===== src/rtl/hazard_forward_unit.sv =====
// Forwarding and load-use hazard unit for the 5-stage pipeline: shadows EX/MEM destinations, emits registered ALU selects.
// Optional HAZARD_STALL_EN adds the load-use stall and its saturating stall counter; without it stall/stall_count are 0.
module hazard_forward_unit #(
    parameter int REG_ADDR_W = 3,
    parameter bit ZERO_REG   = 1'b1,
    parameter int CNT_W      = 16
) (
    input  logic                  clk_i,
    input  logic                  rst_ni,
    input  logic                  id_valid_i,
    input  logic [REG_ADDR_W-1:0] id_rs_a_i,
    input  logic                  id_use_a_i,
    input  logic [REG_ADDR_W-1:0] id_rs_b_i,
    input  logic                  id_use_b_i,
    input  logic                  id_alu_b_imm_i,
    input  logic [REG_ADDR_W-1:0] id_rd_i,
    input  logic                  id_reg_write_i,
    input  logic                  id_mem_read_i,
    input  logic                  flush_i,
    output logic                  stall_o,
    output logic [1:0]            forward_a_o,
    output logic [1:0]            forward_b_o,
    output logic [CNT_W-1:0]      stall_count_o
);

    localparam logic [1:0] SEL_RF  = 2'b00;
    localparam logic [1:0] SEL_IMM = 2'b01;
    localparam logic [1:0] SEL_EX  = 2'b10;
    localparam logic [1:0] SEL_MEM = 2'b11;

    logic                  ex_v_q, ex_v_d;
    logic [REG_ADDR_W-1:0] ex_rd_q, ex_rd_d;
    logic                  mem_v_q;
    logic [REG_ADDR_W-1:0] mem_rd_q;
    logic [1:0]            fwd_a_q, fwd_a_d;
    logic [1:0]            fwd_b_q, fwd_b_d;
    logic                  a_ex_s, a_mem_s, b_ex_s, b_mem_s;
    logic                  id_live_s;
    logic                  stall_s;

    // A hardwired-zero r0 never carries a real producer, so it never matches.
    function automatic logic src_match(input logic use_src, input logic [REG_ADDR_W-1:0] rs,
                                       input logic stage_v, input logic [REG_ADDR_W-1:0] stage_rd);
        return use_src & stage_v & (rs == stage_rd) &
               ~(ZERO_REG & (rs == {REG_ADDR_W{1'b0}}));
    endfunction

    // Source/producer comparisons against the shadow EX and MEM state.
    always_comb begin
        id_live_s = id_valid_i & ~flush_i;
        a_ex_s    = src_match(id_use_a_i, id_rs_a_i, ex_v_q,  ex_rd_q);
        a_mem_s   = src_match(id_use_a_i, id_rs_a_i, mem_v_q, mem_rd_q);
        b_ex_s    = src_match(id_use_b_i, id_rs_b_i, ex_v_q,  ex_rd_q);
        b_mem_s   = src_match(id_use_b_i, id_rs_b_i, mem_v_q, mem_rd_q);
    end

`ifdef HAZARD_STALL_EN
    logic             ex_ld_q;
    logic [CNT_W-1:0] cnt_q, cnt_d;

    // Load-use stall; a B match is irrelevant when B takes the immediate.
    always_comb begin
        stall_s = id_live_s & ex_v_q & ex_ld_q & (a_ex_s | (b_ex_s & ~id_alu_b_imm_i));
        if (stall_s && (cnt_q != {CNT_W{1'b1}})) begin
            cnt_d = cnt_q + {{(CNT_W-1){1'b0}}, 1'b1};
        end else begin
            cnt_d = cnt_q;
        end
    end

    // Load flag of the EX-stage producer and the saturating stall counter.
    always_ff @(posedge clk_i or negedge rst_ni) begin
        if (!rst_ni) begin
            ex_ld_q <= 1'b0;
            cnt_q   <= {CNT_W{1'b0}};
        end else begin
            ex_ld_q <= id_mem_read_i;
            cnt_q   <= cnt_d;
        end
    end

    assign stall_count_o = cnt_q;
`else
    logic unused_mem_read_s;

    assign unused_mem_read_s = id_mem_read_i;
    assign stall_s           = 1'b0;
    assign stall_count_o     = {CNT_W{1'b0}};
`endif

    // Next-cycle selects and EX shadow entry; flush and stall both inject a bubble.
    always_comb begin
        ex_v_d  = id_valid_i & id_reg_write_i & ~stall_s & ~flush_i;
        ex_rd_d = id_rd_i;
        if (flush_i || stall_s) begin
            fwd_a_d = SEL_RF;
            fwd_b_d = SEL_RF;
        end else begin
            if (a_ex_s) begin
                fwd_a_d = SEL_EX;
            end else if (a_mem_s) begin
                fwd_a_d = SEL_MEM;
            end else begin
                fwd_a_d = SEL_RF;
            end
            if (id_alu_b_imm_i) begin
                fwd_b_d = SEL_IMM;
            end else if (b_ex_s) begin
                fwd_b_d = SEL_EX;
            end else if (b_mem_s) begin
                fwd_b_d = SEL_MEM;
            end else begin
                fwd_b_d = SEL_RF;
            end
        end
    end

    // Shadow pipeline state and registered operand selects.
    always_ff @(posedge clk_i or negedge rst_ni) begin
        if (!rst_ni) begin
            ex_v_q   <= 1'b0;
            ex_rd_q  <= {REG_ADDR_W{1'b0}};
            mem_v_q  <= 1'b0;
            mem_rd_q <= {REG_ADDR_W{1'b0}};
            fwd_a_q  <= SEL_RF;
            fwd_b_q  <= SEL_RF;
        end else begin
            ex_v_q   <= ex_v_d;
            ex_rd_q  <= ex_rd_d;
            mem_v_q  <= ex_v_q;
            mem_rd_q <= ex_rd_q;
            fwd_a_q  <= fwd_a_d;
            fwd_b_q  <= fwd_b_d;
        end
    end

    assign stall_o     = stall_s;
    assign forward_a_o = fwd_a_q;
    assign forward_b_o = fwd_b_q;

endmodule


===== config.mk =====
export PLATFORM = sky130hd
export DESIGN_NAME = hazard_forward_unit
export DESIGN_NICKNAME = d
export VERILOG_FILES = /design/src/rtl/hazard_forward_unit.sv
export SDC_FILE = /design/constraint.sdc
export NUM_CORES = 1
export LEC_CHECK = 0
export ABC_CLOCK_PERIOD_IN_PS = 3580
export BUFFER_PORTS_ARGS = -buffer_cell sky130_fd_sc_hd__buf_2
export CORE_UTILIZATION = 44
export DETAILED_ROUTE_END_ITERATION = 10
export PLACE_DENSITY_LB_ADDON = 0.25
export SKIP_LAST_GASP = 1
export SYNTH_ARGS = -nofsm -noshare
export SYNTH_HDL_FRONTEND = slang
export SYNTH_SLANG_ARGS = --single-unit

===== constraint.sdc =====
create_clock -name clk_i -period 3.58 [get_ports clk_i]
set_clock_uncertainty 0.15 [all_clocks]
set_input_delay 0.358 -clock clk_i [delete_from_list [all_inputs] [get_ports clk_i]]
set_output_delay 0.358 -clock clk_i [all_outputs]
set_load 0.05 [all_outputs]

==> results_dict.tcl <==
set metrics [dict create \
    postCtsResizedCells 0 \
    p_comb_frac 0.245 \
    clock_latency_ps 260 \
    diodes 0 \
    dp_slack_ps 2095 \
    syn_avg_cell_area_sq_um 10.87 \
    viasPerCell 4.219 \
    yosysWarnings 0 \
    fill_cells 120 \
    firstDrtPassIters 2 \
    multi_input_area_sq_um 259.0 \
    critPathSlowestCell "a2111oi_0" \
    place_area_sq_um 681.9 \
    drc_errors 0 \
    cts_made_buffers 3 \
    period_share 0.3964 \
    swShare 0.3354 \
    initial_utilization 0.4786 \
    routed_wl_um 870 \
    cts_tree "yes" \
    grt_pass1_vias 371 \
    worstPathArrival_ps 1400 \
    cp_max_fo 2 \
    io_pins 39 \
    yosys_register_bits 12 \
    p_int_uw 196.3 \
    path_cells "xnor2_1 > nand4_1 > a2111oi_0" \
    num_rows 13 \
    netlist_area_sq_um 630.6 \
    yosysSeqAreaShare 0.4762 \
    hold_viol 0 \
    max_cap_violations 0 \
    numClockSinks 12 \
    p_per_area_nw_per_um2 413.4 \
    antenna_found_initial 0 \
    highest_layer "met3" \
    final_cell_area_sq_um 714.4 \
    dr_wl_met3_um 73 \
    cts_root_buf "clkbuf_4" \
    hold_class "in2reg" \
    final_cells 96 \
    min_period_ps 1419 \
    die_h_um 39.86 \
    gp_congestion 0.8052 \
    num-nets-final 101 \
    fmax_ghz 0.7046 \
    placedCellCount 92 \
    dieWidth_um 39.86 \
    p_switching_uw 99.07 \
    vias 405 \
    register_area_sq_um 300.3 \
    grtUsageTotal 0.1516 \
    dieArea_sq_um 1588 \
    globalRouteOverflowTotal 0 \
    power_frac_seq 0.490 \
    status "complete, no violations" \
    ys.flop_type "dfrtp_1" \
    grt_pass1_wl_mm 1.428 \
    clkTransAtPathRegs_ps 70 \
    cts_max_path_buffers 2 \
    cts_max_level 1 \
    crit_path_end_kind "flip-flop" \
    ys_types 16 \
    cp.required_ps 3560 \
    drv_slew 0 \
    route.met2.wl_um 410 \
    peakVddDrop_uv 282.7 \
    synthCells 58 \
    wl_per_cell_um 9.063 \
    hpwl_um 713.2 \
    p_leak_nw 0.3655 \
    clkPwrFrac 0.265 \
    synth_edf_count 0 \
    cp_slowest_stage_delay_ps 440 \
    core_area_sq_um 1318 \
    startpoint_type "flip-flop" \
    syn2layout_area_growth_pct 13.29 \
    placement.io_buffers 20 \
    setup_viol 0 \
    ant_nets 0 \
    tns_ps 0 \
    drt_iter0_drc 3 \
    finalWorstSetupSlack_ps 2161 \
    critPathKind "reg2reg" \
    grt_start_max_net_pins 13 \
    drive_above_1_share 0.2840 \
    fin_hold_ws_ps 44.37 \
    async_reset_ff_frac 1.000 \
    wl_met1_um 387 \
    rsz0062_at_grt "no" \
]
stage by stage:
| stage | utilization | total power, mW |
|---|---|---|
| after detailed placement | 0.5176 | 0.2191 |
| after floorplan | - | 0.2163 |
| after global routing | 0.5423 | 0.3148 |
| final | 0.5423 | 0.2953 |
| after CTS | 0.5423 | 0.2997 |
| after global placement | 0.5176 | 0.2184 |
synth_stat cells (all sizes together) (2+ instances only):
master   n  area share
a21oi    2       0.016
nand3    2       0.016
xnor2    8        0.11
dfrtp   12        0.48
o31ai    2       0.024
nor3     2       0.016
nand4    2       0.020
xor2     4       0.056
buf     17        0.20
critical path: cells and delay by family (launching register included):
kind	cells	cell delay, ps
AOI/OAI and AO/OA	1	440
xor gates and xnor gates	1	170
DFF	1	400
and+or+nand+nor	1	120
metal layers:
layer | GRT usage | vias up
met4 | 0.07759 | 0
met2 | 0.2500 | 26
li1 | - | 205
met1 | 0.1489 | 174
met5 | 0 | -
met3 | 0.08523 | 0
sequential cells by signal (all words and copies together) (netlist names):
name,count
ex_rd_q,3
ex_v_q,1
forward_a_o,2
mem_v_q,1
mem_rd_q,3
forward_b_o,2
final cells by class:
class | instances | area share
inverter | 1 | 0.005254
timing repair buffer | 21 | 0.1541
tap | 15 | 0.02627
multi-input combinational | 44 | 0.3625
clock buffer | 3 | 0.03152
sequential | 12 | 0.4203
cell usage in the layout (no fill, tap or decap), types with 2 or more instances in the layout:
cell      instances
a21oi_1           2
buf_2            20
clkbuf_4          3
conb_1           17
dfrtp_1          12
nand3_1           2
nand4_1           2
nor3_1            2
o31ai_1           2
xnor2_1           8
xor2_1            4
path summary, 6_finish.rpt:
check                            start              to  slack [ps]  cells past startpoint
max                        mem_rd_q[2]  forward_b_o[1]        2160                      3
min                         id_rd_i[0]      ex_rd_q[0]          40                      1
max reg2reg                mem_rd_q[2]  forward_b_o[1]        2160                      3
min reg2reg                     ex_v_q         mem_v_q         260                      0
max in group asynchronous       rst_ni         mem_v_q        2730                      2
min in group asynchronous       rst_ni     mem_rd_q[1]         340                      2
kinds of logic after synthesis:
logic type / share of synthesized area
simple gates: 0.08928
other cells: 0.005947
compound gates: 0.05357
flops: 0.4762
xor+xnor: 0.1667
buf+inv: 0.2083
power groups by stage:
stage	combinational [mW]	sequential [mW]	clock, mW
floorplan	0.0668	0.150	0
global placement	0.0712	0.147	0
detailed placement	0.0718	0.147	0
CTS	0.0726	0.145	0.0825
global route	0.0781	0.145	0.0914
finish	0.0723	0.145	0.0784
repair_timing:
item | CTS | global route
setup endpoints to repair | 0 | 0
hold buffers | 1 | 0
setup buffers | 0 | 0
hold endpoints to repair | 12 | 0
No activity file was read; power rests on OpenSTA's default activity.
